[config.mk]
export PLATFORM = sky130hd
export DESIGN_NAME = latency_monitor
export DESIGN_NICKNAME = d
export VERILOG_FILES = /design/src/rtl/latency_monitor.sv
export SDC_FILE = /design/constraint.sdc
export NUM_CORES = 1
export LEC_CHECK = 0
export ABC_CLOCK_PERIOD_IN_PS = 5700
export BUFFER_PORTS_ARGS = -buffer_cell sky130_fd_sc_hd__buf_2
export CORE_UTILIZATION = 56
export CTS_BUF_LIST = sky130_fd_sc_hd__clkbuf_4 sky130_fd_sc_hd__clkbuf_8
export CTS_CLUSTER_DIAMETER = 30
export DETAILED_ROUTE_END_ITERATION = 7
export GPL_TIMING_DRIVEN = 0
export PLACE_DENSITY = 0.79
export SYNTH_ARGS = -nofsm -noshare
export SYNTH_HDL_FRONTEND = slang
export SYNTH_SLANG_ARGS = --single-unit
[constraint.sdc]
create_clock -name clk -period 5.7 [get_ports clk]
set_input_delay 0.855 -clock clk [delete_from_list [all_inputs] [get_ports clk]]
set_output_delay 0.855 -clock clk [all_outputs]
set_load 0.05 [all_outputs]
[src/rtl/latency_monitor.sv]
// Ingress-to-decision latency monitor: stamps start events into an in-order FIFO and
// produces per-message latency plus running last/min/max/sum/count statistics.
module latency_monitor #(
  parameter int unsigned TS_W  = 32,
  parameter int unsigned DEPTH = 8,
  parameter int unsigned CNT_W = 32,
  parameter int unsigned SUM_W = 48
) (
  input  logic                     clk,
  input  logic                     rst_n,
  input  logic [TS_W-1:0]          cycle_cnt,
  input  logic                     start_evt,
  input  logic                     end_evt,
  input  logic                     clear,
  output logic                     lat_valid,
  output logic [TS_W-1:0]          lat_last,
  output logic [TS_W-1:0]          lat_min,
  output logic [TS_W-1:0]          lat_max,
  output logic [SUM_W-1:0]         lat_sum,
  output logic [CNT_W-1:0]         msg_count,
  output logic [$clog2(DEPTH):0]   inflight,
  output logic                     overflow_err,
  output logic                     underflow_err
);

  localparam int unsigned PTR_W = $clog2(DEPTH);
  localparam int unsigned OCC_W = PTR_W + 1;

  logic [TS_W-1:0]  stamp_mem [DEPTH];
  logic [PTR_W-1:0] wr_ptr;
  logic [PTR_W-1:0] rd_ptr;

  logic             fifo_empty;
  logic             fifo_full;
  logic             do_pop;
  logic             do_push;
  logic             bypass;
  logic             sample;
  logic             ovf_evt;
  logic             unf_evt;
  logic [TS_W-1:0]  latency;
  logic [SUM_W:0]   sum_wide;
  logic [SUM_W-1:0] sum_next;
  logic [CNT_W-1:0] count_next;
  logic [TS_W-1:0]  min_next;
  logic [TS_W-1:0]  max_next;
  logic [OCC_W-1:0] occ_next;

  always_comb begin
    fifo_empty = (inflight == '0);
    fifo_full  = (inflight == OCC_W'(DEPTH));

    // Start and end together on an empty FIFO is a zero-latency pass-through.
    bypass  = start_evt && end_evt && fifo_empty;
    do_pop  = end_evt && !fifo_empty;
    do_push = start_evt && !bypass && (!fifo_full || do_pop);
    sample  = do_pop || bypass;
    ovf_evt = start_evt && !end_evt && fifo_full;
    unf_evt = end_evt && !start_evt && fifo_empty;

    // Unsigned modular subtraction keeps the result correct across counter wrap.
    latency = bypass ? '0 : (cycle_cnt - stamp_mem[rd_ptr]);
  end

  always_comb begin
    sum_wide   = {1'b0, lat_sum} + (SUM_W + 1)'(latency);
    sum_next   = sum_wide[SUM_W] ? '1 : sum_wide[SUM_W-1:0];
    count_next = (msg_count == '1) ? msg_count : (msg_count + CNT_W'(1));
    min_next   = (latency < lat_min) ? latency : lat_min;
    max_next   = (latency > lat_max) ? latency : lat_max;
  end

  always_comb begin
    occ_next = inflight;
    unique case ({do_push, do_pop})
      2'b10:   occ_next = inflight + OCC_W'(1);
      2'b01:   occ_next = inflight - OCC_W'(1);
      default: occ_next = inflight;
    endcase
  end

  // Timestamp storage carries no reset; validity is tracked by the pointers alone.
  always_ff @(posedge clk) begin
    if (do_push) begin
      stamp_mem[wr_ptr] <= cycle_cnt;
    end
  end

  always_ff @(posedge clk or negedge rst_n) begin
    if (!rst_n) begin
      wr_ptr   <= '0;
      rd_ptr   <= '0;
      inflight <= '0;
    end else begin
      if (do_push) begin
        wr_ptr <= wr_ptr + PTR_W'(1);
      end
      if (do_pop) begin
        rd_ptr <= rd_ptr + PTR_W'(1);
      end
      inflight <= occ_next;
    end
  end

  always_ff @(posedge clk or negedge rst_n) begin
    if (!rst_n) begin
      lat_valid <= 1'b0;
      lat_last  <= '0;
    end else begin
      lat_valid <= sample;
      if (sample) begin
        lat_last <= latency;
      end
    end
  end

  // A sample coincident with clear is reported but not accumulated.
  always_ff @(posedge clk or negedge rst_n) begin
    if (!rst_n) begin
      lat_min   <= '1;
      lat_max   <= '0;
      lat_sum   <= '0;
      msg_count <= '0;
    end else if (clear) begin
      lat_min   <= '1;
      lat_max   <= '0;
      lat_sum   <= '0;
      msg_count <= '0;
    end else if (sample) begin
      lat_min   <= min_next;
      lat_max   <= max_next;
      lat_sum   <= sum_next;
      msg_count <= count_next;
    end
  end

  // An error in the same cycle as clear leaves its flag set.
  always_ff @(posedge clk or negedge rst_n) begin
    if (!rst_n) begin
      overflow_err  <= 1'b0;
      underflow_err <= 1'b0;
    end else begin
      overflow_err  <= (overflow_err && !clear) || ovf_evt;
      underflow_err <= (underflow_err && !clear) || unf_evt;
    end
  end

endmodule

# [Word-level counts from Yosys, hierarchy flattened]
# Memory sizes are Yosys's and may differ from the RTL's.
# Cells that the tools add are included.
[classes] reduce_logical=29 magnitude_cmp=2 eq_ne=5 mux=16 add_sub_neg=7
[op_table] operator="two-way mux 32 bit" count=10
[op_table] operator="two-way mux 48 bit" count=3
[op_table] operator="adder 48 x 32 -> 49 bit" count=1
[op_table] operator="adder 32 x 1 -> 32 bit (second input constant)" count=1
[op_table] operator="== test 32 bit (second input constant)" count=1
[op_table] operator="greater-than comparator 32 bit" count=1
[op_table] operator="< comparator 32 bit" count=1
[op_table] operator="subtractor 32 bit" count=1
[op_table] operator="logical AND 1 bit" count=11
[op_table] operator="one-hot mux 4 bit (2 select lines)" count=1
[op_table] operator="nonzero test 2 bit" count=4
[op_table] operator="adder 3 x 1 -> 3 bit (second input constant)" count=2
[op_table] operator="zero test 1 bit" count=6
[op_table] operator="AND reduction 2 bit" count=3
[op_table] operator="adder 4 x 1 -> 4 bit (second input constant)" count=1
[op_table] operator="== test 4 bit (second input constant)" count=1
[op_table] operator="zero test 4 bit" count=1
[op_table] operator="logical OR 1 bit" count=4
[op_table] operator="subtractor 4 x 1 -> 4 bit (second input constant)" count=1
[op_table] operator="== test 2 x 1 -> 1 bit (second input constant)" count=1
[op_table] operator="== test 2 bit (second input constant)" count=1
[op_table] operator="two-way mux 1 bit" count=2
[op_table] operator="inequality test 2 bit (second input constant)" count=1
[word_totals] wordCells=71 mem_bits_rw=256 register_bits=189 mem_count=1
[mem_list] name="stamp_mem" depth=8 word_bits=32 rd=1 rd_clocked_by_memory_dff=0 write_ports=1 line_no="29" source="logic [TS_W-1:0] stamp_mem [DEPTH];"

# [Longest topological paths before layout]
# Gate-level depths: netlist of run 1.
[logic_depth] ltp_word=7 mapped_depth=27 mapped_depth_nobuf=23

# [Worst setup path before layout of run 1]
# Ideal clock, no wire load.
[synth_timing] path_kind="register -> register" start="register rd_ptr[0]" end="register lat_sum[45]" path_buffers=2 setup_slack_ps=-547 required_ps=5618 arrival_ps=6165 path_stages_with_launch=26 period_less_slack_ps=6247 setup_time_ps=82 cell_sequence="dfrtp_1 -> buf_1 -> buf_1 -> mux4_2 -> mux2i_1 -> inv_1 -> fa_1 -> and3b_1 -> o2111ai_1 -> a311oi_2 -> a311oi_1 -> nor3_1 -> a31oi_1 -> xnor2_1 -> nand2_1 -> inv_1 -> ha_1 -> nand4_1 -> or2_2 -> o21ai_0 -> o21ai_0 -> a41oi_1 -> nand2_1 -> nor4_1 -> o21ai_0 -> a31oi_1"
[synth_via] elab_chain_cells=7
[synth_rtl] element="start: declaration" line_no="31" source="logic [PTR_W-1:0] rd_ptr;"
[synth_rtl] element="start signal: assignment" line_no="99" source="rd_ptr <= rd_ptr + PTR_W'(1);"
[synth_rtl] element="memory read (8 x 32 bit)"
[synth_rtl] element="subtractor 32 bit" line_no="62" source="latency = bypass ? '0 : (cycle_cnt - stamp_mem[rd_ptr]);"
[synth_rtl] element="two-way mux 32 bit" line_no="62"
[synth_rtl] element="net latency[24]" line_no="41" source="logic [TS_W-1:0] latency;"
[synth_rtl] element="adder 48 x 32 -> 49 bit" line_no="66" source="sum_wide = {1'b0, lat_sum} + (SUM_W + 1)'(latency);"
[synth_rtl] element="two-way mux 48 bit" line_no="67" source="sum_next = sum_wide[SUM_W] ? '1 : sum_wide[SUM_W-1:0];"
[synth_rtl] element="two-way mux 48 bit" line_no="129" source="end else if (sample) begin"
[synth_rtl] element="two-way mux 48 bit" line_no="124" source="end else if (clear) begin"
[synth_rtl] element="end signal: assignment" line_no="132" source="lat_sum <= sum_next;"
[synth_rtl] element="end: declaration" line_no="19" source="output logic [SUM_W-1:0] lat_sum,"
# The timed path passes the listed nets, and every way through them passes these cells. The select of a mux whose other input is x is not followed.
# A chain may end at the register's enable or synchronous reset.

# [Worst setup path in the final report of run 1]
[layout_timing] start="register rd_ptr[0]" end="register lat_max[30]"
[layout_via] elab_chain_cells=6 elab_cells_between_ends=9
[layout_rtl] element="memory read (8 x 32 bit)"
[layout_rtl] element="subtractor 32 bit" line_no="62"
[layout_rtl] element="two-way mux 32 bit" line_no="62"
[layout_rtl] element="net latency[24]" line_no="41"
[layout_rtl] element="greater-than comparator 32 bit" line_no="70" source="max_next = (latency > lat_max) ? latency : lat_max;"
[layout_rtl] element="nonzero test 2 bit (no line)"
[layout_rtl] element="AND reduction 2 bit (no line)"
[layout_rtl] element="end signal: assignment" line_no="131" source="lat_max <= max_next;"
[layout_rtl] element="end: declaration" line_no="18" source="output logic [TS_W-1:0] lat_max,"
# The timed path passes the listed nets, and every way through them passes these cells. The select of a mux whose other input is x is not followed.

==> reports/qor.csv, run 1 <==
stage;metric;value;unit
outcome;status;finished, violations left;
outcome;violations;setup timing;
setup_path;critical_path.startpoint;rd_ptr[0];
cts;cts-htree-levels;3;
finish;mostFrequentLayoutCells;sky130_fd_sc_hd__edfxtp_1, sky130_fd_sc_hd__buf_2, sky130_fd_sc_hd__dfrtp_1;
floorplan;fp.dieArea;41660;um^2
logic_synthesis;yosys_most_used_dff;sky130_fd_sc_hd__edfxtp_1;
global_routing;grt_pass1_wl;98890;um
global_routing;grt_pass1_vias;17730;
detailed_routing;met2RoutedLength;33830;um
sta;worst_slew_pin_slew;1082;ps
placement;final_hpwl_from_detailed_placement;46430;um
logic_synthesis;synth_top_family_by_area;compound AO/OA/AOI/OAI gates;
sta;finalHoldViolations;0;
sta;grt_setup_unrepaired;yes;
floorplan;chipWidth;204.1;um
global_routing;global_route.usage.total;31.25;%
setup_path;path_class;flip-flop to flip-flop;
cts;clk_latency;670;ps
logic_synthesis;postSynthCellCount;1923;
floorplan;die_y;204.1;um
finish;commonest_non_fill_non_tap_cell_in_the_layout;sky130_fd_sc_hd__edfxtp_1;
sta;fin_worst_skew;37.16;ps
logic_synthesis;synth-compound-area-share;11.84;%
finish;fraction_of_layout_instances_using_a_drive_strength_above_1;32.88;%
logic_synthesis;synth_fp_nets;2096;
cts;clock_sink_count;445;
detailed_routing;drt_first_iter_violations;1690;
finish;n_fill_cell;2578;
detailed_routing;detail_route.vias_per_cell;6.253;
cts;cts-root-buf;sky130_fd_sc_hd__clkbuf_8;
sta;achievable_freq;167.4;MHz
placement;gp_routability_congestion;0.9764;
placement;port-buffer-count;219;
sta;worst_slack;-272.1;ps
floorplan;core_area;40010;um^2
global_routing;antenna_found_initial;3;
global_routing;grt_overflow_total;0;
detailed_routing;routed_wirelength;68510;um
detailed_routing;met3_length;5395;um
logic_synthesis;proportion_of_synthesized_chip_area_in_sequential_cells;54.45;%
setup_path;required;6210;ps
setup_path;timing.critical_path.to_type;flip-flop;
floorplan;core.rowCount;73;
logic_synthesis;synthArstFlopShare;42.47;%
detailed_routing;highest_layer;met5;
sta;report.final.setup_viol;73;
sta;whs;169.4;ps
setup_path;worst_r2r_startpoint;rd_ptr[0];
sta;final.period_utilization;104.8;%
floorplan;pin_count;220;
setup_path;timing.critical_path.buf_inv;5;
min_path;holdCritPathClass;input pin to asynchronous set/reset pin;
logic_synthesis;synth.mux.area_fraction;9.128;%
finish;final-instance-count-excl-fill;2889;
finish;final_net_count;2466;
setup_path;critPathTopFamily;simple AND/OR/NAND/NOR gates;
detailed_routing;routedWlPerCell;23.72;um
logic_synthesis;post_synth_num_cell_types;71;
setup_path;crit_slowest_cell;sky130_fd_sc_hd__mux4_2;
logic_synthesis;syn_area_per_cell;11.90;um^2
finish;area_delta_synth_final;26.97;%
placement;number_of_instances_in_the_placed_design;2680;
cts;clock_tree_from_tritoncts;done;
cts;cts.path.max_buffers;3;
cts;clkSlewWorstSetupHoldPaths;60;ps
sta;final-max-slew-violation-count;0;
logic_synthesis;synthesis.yosys.warnings;0;
logic_synthesis;synth_seq_cells;445;
global_routing;grt_start_max_net_pins;116;
job;cap_viol_max_count;0;
logic_synthesis;synthSimpleGateAreaFrac;10.41;%
detailed_routing;routedLengthMet1;25590;um
detailed_routing;num_vias;18070;
finish;register_area;12460;um^2
sta;period_needed;5972;ps
cts;num_cts_buffers;90;
detailed_routing;final_antenna_net_count;0;
setup_path;timing.critical_path.mode_cell;sky130_fd_sc_hd__buf_12;
floorplan;floorplan.initialDensity;57.18;%
setup_path;cpPeakStageDelay;500;ps
logic_synthesis;synth_xor_area_share;3.254;%
setup_path;crit_fanout;6;
finish;area_of_the_multi_input_gates;11070;um^2
finish;utilization;72.61;%
logic_synthesis;yosys.area_share.adder;7.537;%
setup_path;timing.critical_path.from_type;flip-flop;
logic_synthesis;mappedNetlistArea;22880;um^2
logic_synthesis;synth_edf_count;256;
detailed_routing;drt_first_pass_iters;5;
setup_path;worst-endpoint-arrival;6480;ps
detailed_routing;remaining_routing_drc_violations;0;
sta;slew_headroom;27.86;%
-- cells in the mapped netlist (29+ instances only) --
library cell | n | area, um^2
sky130_fd_sc_hd__clkbuf_1 | 59 | 221.5
sky130_fd_sc_hd__o21ai_0 | 116 | 580.6
sky130_fd_sc_hd__mux2i_1 | 59 | 590.6
sky130_fd_sc_hd__a21oi_1 | 97 | 485.5
sky130_fd_sc_hd__inv_1 | 105 | 394.1
sky130_fd_sc_hd__a21o_1 | 29 | 217.7
sky130_fd_sc_hd__xnor2_1 | 41 | 359.1
sky130_fd_sc_hd__nand3_1 | 38 | 190.2
sky130_fd_sc_hd__dfrtp_1 | 157 | 3929
sky130_fd_sc_hd__ha_1 | 133 | 1664
sky130_fd_sc_hd__nor2_1 | 139 | 521.8
sky130_fd_sc_hd__a31oi_1 | 59 | 369.1
sky130_fd_sc_hd__xor2_1 | 44 | 385.4
sky130_fd_sc_hd__edfxtp_1 | 256 | 7687
sky130_fd_sc_hd__nor3_1 | 45 | 225.2
sky130_fd_sc_hd__nand2_1 | 161 | 604.3
sky130_fd_sc_hd__mux4_2 | 64 | 1441
sky130_fd_sc_hd__dfstp_2 | 32 | 840.8
-- sequential cells by signal (all words and copies together), names as in the netlist --
name,count
overflow_err,1
underflow_err,1
msg_count,32
wr_ptr,3
lat_sum,48
lat_min,32
lat_last,32
stamp_mem,256
rd_ptr,3
inflight,4
lat_max,32
lat_valid,1
-- cell type report --
cell class	instances	area share, %
Timing Repair Buffer	293	6.728
Multi-Input combinational cell	1284	38.10
Sequential cell	445	42.89
Antenna cell	1	0.008615
Clock buffer	118	5.204
Buffer	74	1.857
Clock inverter	44	1.551
Inverter	105	1.396
Tap cell	525	2.261
-- worst paths after layout --
path                       slack [ps]  depth (start not counted)       endpoint
hold / removal                    170                          1  msg_count[20]
min in group clk                  480                          2   lat_last[16]
setup reg to reg                 -270                         25    lat_max[30]
hold reg to reg                   480                          2   lat_last[16]
setup / recovery                 -270                         25    lat_max[30]
max in group asynchronous        4530                          2   lat_last[20]
-- metrics by stage --
stage | cell area (um^2) | setup WS [ps] | setup TNS, ps
detailed placement | 24940 | -2381 | -204860
global route | 29050 | -382.8 | -22690
CTS | 27690 | -272.8 | -16360
finish | 29050 | -272.1 | -11190
floorplan | 22890 | 23.05 | 0
global placement | 24650 | -2189 | -258830
-- repair_timing --
item,in CTS,in global routing
gates resized for setup,148,200
hold buffers,0,0
setup endpoints to repair,112,112
pin swaps,29,74
setup buffers,25,33
cloned,1,5
-- per-layer routing --
metal	GRT usage [%]	vias to the layer above
met5	0	-
met4	15.83	4
met3	5.660	237
met2	52.64	905
met1	38.63	8983
li1	-	7937
-- cells by family (layout without fill, tap and decap cells) --
kind of cell               after synthesis  after routing
and+or+nand+nor                        507            507
DFF                                    445            445
AOI/OAI and AO/OA                      428            428
buffers and inverters                  194            634
adders and majority gates              136            136
muxes                                  128            128
xor gates and xnor gates                85             85
other                                    0              1
Power of run 1 is left out: the tool's default activity adds up to more than one toggle a clock period on the data nets, which glitch-free logic cannot reach.
==> run 2: changes to the inputs <==
--- a/config.mk
+++ b/config.mk
@@ -12,6 +12,7 @@
 export CTS_CLUSTER_DIAMETER = 30
 export DETAILED_ROUTE_END_ITERATION = 7
 export GPL_TIMING_DRIVEN = 0
+export MAX_ROUTING_LAYER = met4
 export PLACE_DENSITY = 0.79
 export SYNTH_ARGS = -nofsm -noshare
 export SYNTH_HDL_FRONTEND = slang
==> reports/qor.csv, run 2 (synthesis gave the netlist of run 1 again) <==
stage;metric;value;unit
floorplan;floorplan.initialDensity;57.18;%
finish;commonest_non_fill_non_tap_cell_in_the_layout;sky130_fd_sc_hd__edfxtp_1;
global_routing;grt_pass1_vias;18120;
cts;clock_tree_from_tritoncts;done;
min_path;holdCritPathClass;input pin to asynchronous set/reset pin;
sta;final-max-slew-violation-count;0;
placement;gp_routability_congestion;0.9869;
sta;grt_setup_unrepaired;yes;
cts;clkSlewWorstSetupHoldPaths;50;ps
setup_path;worst-endpoint-arrival;6610;ps
floorplan;fp.dieArea;41660;um^2
setup_path;timing.critical_path.from_type;flip-flop;
setup_path;crit_fanout;5;
setup_path;path_class;flip-flop to flip-flop;
finish;largest_registers;stamp_mem x256, lat_sum x48;
sta;finalHoldViolations;0;
sta;worst_slew_pin_slew;960.1;ps
sta;period_needed;6035;ps
detailed_routing;routed_wirelength;68750;um
cts;num_cts_buffers;91;
detailed_routing;drt_first_iter_violations;1539;
sta;final.period_utilization;105.9;%
detailed_routing;remaining_routing_drc_violations;0;
global_routing;antenna_found_initial;4;
cts;clk_latency;680;ps
outcome;violations;setup timing;
detailed_routing;drt_first_pass_iters;7;
sta;achievable_freq;165.7;MHz
outcome;status;finished, violations left;
job;cap_viol_max_count;0;
setup_path;critical_path.startpoint;rd_ptr[0];
placement;final_hpwl_from_detailed_placement;46770;um
setup_path;worst_r2r_startpoint;rd_ptr[0];
floorplan;chipWidth;204.1;um
global_routing;grt_pass1_wl;102100;um
detailed_routing;final_antenna_net_count;0;
global_routing;global_route.usage.total;33.39;%
finish;area_of_the_multi_input_gates;10960;um^2
finish;n_fill_cell;2584;
setup_path;timing.critical_path.to_type;flip-flop;
detailed_routing;detail_route.vias_per_cell;6.232;
sta;report.final.setup_viol;86;
global_routing;grt_overflow_total;0;
cts;cts-root-buf;sky130_fd_sc_hd__clkbuf_8;
sta;setup-tns-final;-19890;ps
finish;mostFrequentLayoutCells;sky130_fd_sc_hd__edfxtp_1, sky130_fd_sc_hd__buf_2, sky130_fd_sc_hd__dfrtp_1;
setup_path;required;6280;ps
placement;port-buffer-count;219;
sta;whs;169.8;ps
global_routing;grt_start_max_net_pins;111;
finish;register_area;12460;um^2
cts;clock_sink_count;445;
floorplan;core.rowCount;73;
finish;area_delta_synth_final;27.20;%
sta;slew_headroom;35.99;%
floorplan;pin_count;220;
detailed_routing;num_vias;18070;
sta;fin_worst_skew;40.69;ps
cts;cts-htree-levels;3;
finish;largest_reg_flops;256;
detailed_routing;routedWlPerCell;23.71;um
floorplan;die_y;204.1;um
sta;worst_slack;-335.4;ps
finish;final_net_count;2469;
floorplan;core_area;40010;um^2
finish;fraction_of_layout_instances_using_a_drive_strength_above_1;33.02;%
cts;cts.path.max_buffers;3;
finish;largest-register;stamp_mem;
## run 2: cell type report
type | count | share of cell area (%)
sequential | 445 | 42.81
multi-input combinational | 1284 | 37.67
timing repair buffer | 293 | 6.841
clock buffer | 115 | 5.224
tap | 525 | 2.257
clock inverter | 53 | 1.913
buffer | 76 | 1.849
inverter | 105 | 1.406
antenna | 3 | 0.02580
## run 2: metrics by stage
stage	util [%]	area, um^2	worst slack (ps)	instances
after detailed placement	62.39	24960	-2382	2680
after global placement	61.61	24650	-2288	2667
after global routing	72.74	29100	-433.7	2899
after floorplan	-	22890	23.05	1923
final	72.74	29100	-335.4	2899
after CTS	70.59	28240	-187.6	2874
## run 2: path summary, 6_finish.rpt
path | to | slack [ps] | depth (start not counted)
worst max register to register | lat_max[28] | -340 | 25
worst min-delay path | msg_count[8] | 170 | 1
min in group clk | stamp_mem[2][17] | 470 | 1
worst max-delay path | lat_max[28] | -340 | 25
worst min register to register | lat_last[2] | 480 | 2
max in group asynchronous | lat_last[14] | 4520 | 2
## run 2: repair_timing
action / 4_1_cts / 5_1_grt
gates cloned: 4 / 2
buffers inserted: 34 / 22
setup endpoints to repair: 112 / 112
hold buffers: 0 / 0
gates resized for setup: 201 / 129
pin swaps: 43 / 54
## run 2: metal layers
metal  vias up  part of all wire, %  routed length (um)  track usage (%)
li1       7956                    -                   -                -
met1      8968                   38               25960            40.00
met2       901                   50               34090            54.24
met5         -                    0                   0                -
met3       242                  7.4                5075            5.740
met4         0                  5.3                3620            17.48
## run 2: worst max-delay path, stage by stage (launching register included)
cell and delay, ps:
sky130_fd_sc_hd__dfrtp_2 470, sky130_fd_sc_hd__buf_12 170, sky130_fd_sc_hd__buf_12 110, sky130_fd_sc_hd__mux4_2 510
sky130_fd_sc_hd__mux2i_4 260, sky130_fd_sc_hd__ha_4 240, sky130_fd_sc_hd__nor2b_1 130, sky130_fd_sc_hd__o211ai_1 310
sky130_fd_sc_hd__a31oi_4 210, sky130_fd_sc_hd__o21ai_4 240, sky130_fd_sc_hd__a211oi_1 130, sky130_fd_sc_hd__nor3_2 330
sky130_fd_sc_hd__o21ai_1 150, sky130_fd_sc_hd__xnor2_2 260, sky130_fd_sc_hd__nor2_2 130, sky130_fd_sc_hd__ha_1 370
sky130_fd_sc_hd__and4_4 260, sky130_fd_sc_hd__nand3_4 90, sky130_fd_sc_hd__or3_4 460, sky130_fd_sc_hd__a31o_4 240
sky130_fd_sc_hd__a21oi_4 190, sky130_fd_sc_hd__clkbuf_16 200, sky130_fd_sc_hd__buf_6 110, sky130_fd_sc_hd__and2_1 150
sky130_fd_sc_hd__nand2_1 70, sky130_fd_sc_hd__a21oi_1 140
Power of run 2 is left out for the same reason.
==> run 3: changes to the inputs <==
--- a/config.mk
+++ b/config.mk
@@ -5,10 +5,11 @@
 export SDC_FILE = /design/constraint.sdc
 export NUM_CORES = 1
 export LEC_CHECK = 0
+export ABC_AREA = 1
 export ABC_CLOCK_PERIOD_IN_PS = 5700
 export BUFFER_PORTS_ARGS = -buffer_cell sky130_fd_sc_hd__buf_2
 export CORE_UTILIZATION = 56
-export CTS_BUF_LIST = sky130_fd_sc_hd__clkbuf_4 sky130_fd_sc_hd__clkbuf_8
+export CTS_BUF_LIST = sky130_fd_sc_hd__clkbuf_2 sky130_fd_sc_hd__clkbuf_4 sky130_fd_sc_hd__clkbuf_8
 export CTS_CLUSTER_DIAMETER = 30
 export DETAILED_ROUTE_END_ITERATION = 7
 export GPL_TIMING_DRIVEN = 0
==> reports/qor.csv, run 3 <==
stage;metric;value;unit
outcome;status;complete, no violations;
logic_synthesis;syn_area_per_cell;8.692;um^2
global_routing;antenna_found_initial;2;
finish;final_net_count;3348;
detailed_routing;drt_first_pass_iters;6;
floorplan;floorplan.initialDensity;57.04;%
detailed_routing;final_antenna_net_count;0;
logic_synthesis;proportion_of_synthesized_chip_area_in_sequential_cells;50.48;%
setup_path;required;6220;ps
cts;num_cts_buffers;94;
setup_path;worst-endpoint-arrival;6140;ps
finish;mostFrequentLayoutCells;sky130_fd_sc_hd__nand2_1, sky130_fd_sc_hd__nor2_1, sky130_fd_sc_hd__o21ai_0;
logic_synthesis;synthesis.yosys.warnings;0;
logic_synthesis;post_synth_num_cell_types;62;
finish;largest_registers;stamp_mem x256, lat_sum x48;
sta;worst_slew_pin_slew;1022;ps
detailed_routing;detail_route.vias_per_cell;5.938;
min_path;holdCritPathClass;input pin to asynchronous set/reset pin;
floorplan;core_area;43270;um^2
global_routing;global_route.usage.total;38.34;%
logic_synthesis;mappedNetlistArea;24680;um^2
placement;detailedPlace.worstSlack;-975.0;ps
logic_synthesis;synth_fp_nets;3012;
cts;clock_sink_count;445;
logic_synthesis;synth_seq_cells;445;
logic_synthesis;yosys_most_used_dff;sky130_fd_sc_hd__edfxtp_1;
floorplan;fp.dieArea;44910;um^2
placement;final_hpwl_from_detailed_placement;62060;um
logic_synthesis;synth.most_common_cell;sky130_fd_sc_hd__nand2_1;
cts;cts-root-buf;sky130_fd_sc_hd__clkbuf_8;
placement;port-buffer-count;218;
cts;cts.path.max_buffers;3;
sta;fin_worst_skew;37.84;ps
detailed_routing;routed_wirelength;83020;um
sta;period_needed;5615;ps
logic_synthesis;synthArstFlopShare;42.47;%
sta;setup-tns-final;0;ps
setup_path;cpPeakStageDelay;780;ps
setup_path;path_class;flip-flop to flip-flop;
sta;report.final.setup_viol;0;
setup_path;crit_slowest_cell;sky130_fd_sc_hd__nor3_1;
setup_path;crit_fanout;10;
global_routing;grt_pass1_vias;21770;
logic_synthesis;yosysTopAreaCell;sky130_fd_sc_hd__edfxtp_1;
floorplan;chipWidth;211.9;um
logic_synthesis;ys_top_cells_by_area;sky130_fd_sc_hd__edfxtp_1, sky130_fd_sc_hd__dfrtp_1, sky130_fd_sc_hd__nand2_1, sky130_fd_sc_hd__ha_1, sky130_fd_sc_hd__o21ai_0;
floorplan;die_y;211.9;um
logic_synthesis;top_cell_types_by_occurrence_after_synthesis;sky130_fd_sc_hd__nand2_1, sky130_fd_sc_hd__nor2_1, sky130_fd_sc_hd__o21ai_0;
finish;fraction_of_layout_instances_using_a_drive_strength_above_1;19.26;%
placement;gp_routability_congestion;1.010;
finish;n_fill_cell;3483;
detailed_routing;routedWlPerCell;21.61;um
global_routing;grt_pass1_wl;125200;um
job;cap_viol_max_count;0;
finish;commonest_non_fill_non_tap_cell_in_the_layout;sky130_fd_sc_hd__nand2_1;
sta;achievable_freq;178.1;MHz
global_routing;grt_start_max_net_pins;109;
global_routing;grt_overflow_total;0;
logic_synthesis;synth_edf_count;256;
finish;register_area;12460;um^2
finish;largest-register;stamp_mem;
detailed_routing;drt_first_iter_violations;2738;
setup_path;timing.critical_path.from_type;flip-flop;
detailed_routing;num_vias;22810;
sta;finalHoldViolations;0;
finish;area_delta_synth_final;18.98;%
cts;clkSlewWorstSetupHoldPaths;50;ps
sta;final-max-slew-violation-count;0;
floorplan;core.rowCount;76;
detailed_routing;remaining_routing_drc_violations;0;
cts;clock_tree_from_tritoncts;done;
logic_synthesis;netlist.area_leader.share;31.15;%
cts;cts-htree-levels;3;
finish;largest_reg_flops;256;
floorplan;pin_count;220;
finish;area_of_the_multi_input_gates;10990;um^2
logic_synthesis;postSynthCellCount;2839;
sta;slew_headroom;31.37;%
sta;final.period_utilization;98.52;%
sta;worst_slack;84.55;ps
setup_path;timing.critical_path.to_type;flip-flop;
cts;clk_latency;700;ps
## run 3: logic make-up after synthesis
group	synth area share [%]
compound gates	13.73
fa+ha+maj	6.987
buf+inv	6.307
flops	50.48
simple gates	21.10
xor+xnor	1.349
mux	0.04563
## run 3: timing repair
action | CTS | global route
resized for setup | 51 | 141
endpoints found under the setup margin | 112 | 112
setup buffers | 3 | 10
hold buffers | 0 | 0
pin swaps | 2 | 9
## run 3: worst paths after layout
| check | start | slack (ps) | end | depth (start not counted) |
|---|---|---|---|---|
| worst max-delay path | rd_ptr[1] | 80 | lat_sum[46] | 27 |
| worst min-delay path | rst_n | 160 | lat_sum[47] | 1 |
| worst max register to register | rd_ptr[1] | 80 | lat_sum[46] | 27 |
| worst min register to register | lat_last[31] | 480 | lat_last[31] | 2 |
| max in group asynchronous | rst_n | 4520 | rd_ptr[0] | 2 |
| min in group clk | start_evt | 400 | underflow_err | 2 |
## run 3: worst max-delay path: cells and delay by family, from the launching register on
kind	cells	cell delay, ps
fa+ha+maj	2	850
compound gates	8	1330
flops	1	410
buf+inv	6	1080
simple gates	11	1760
## run 3: stage by stage
step	hold slack [ps]	std cells	utilization, %	instance area (um^2)
CTS	168.0	3831	67.06	29010
floorplan	490.5	2839	-	24680
detailed placement	466.4	3651	61.85	26760
global route	201.9	3842	67.86	29360
finish	160.6	3842	67.86	29360
global placement	459.1	3642	61.25	26500
## run 3: area by class of cell
type | count | area share (%)
Clock inverter | 60 | 2.037
Antenna cell | 1 | 0.008523
Tap cell | 585 | 2.493
Clock buffer | 117 | 5.122
Sequential cell | 445 | 42.43
Multi-Input combinational cell | 2006 | 37.43
Buffer | 98 | 1.990
Timing Repair Buffer | 240 | 4.764
Inverter | 290 | 3.725
## run 3: per-layer routing
layer	vias up	GRT usage, %	wire, um
li1	10430	-	-
met1	10910	54.68	36090
met2	1313	54.12	35380
met3	160	8.382	9037
met4	0	12.64	2511
met5	-	-	0
Power of run 3 is left out for the same reason.
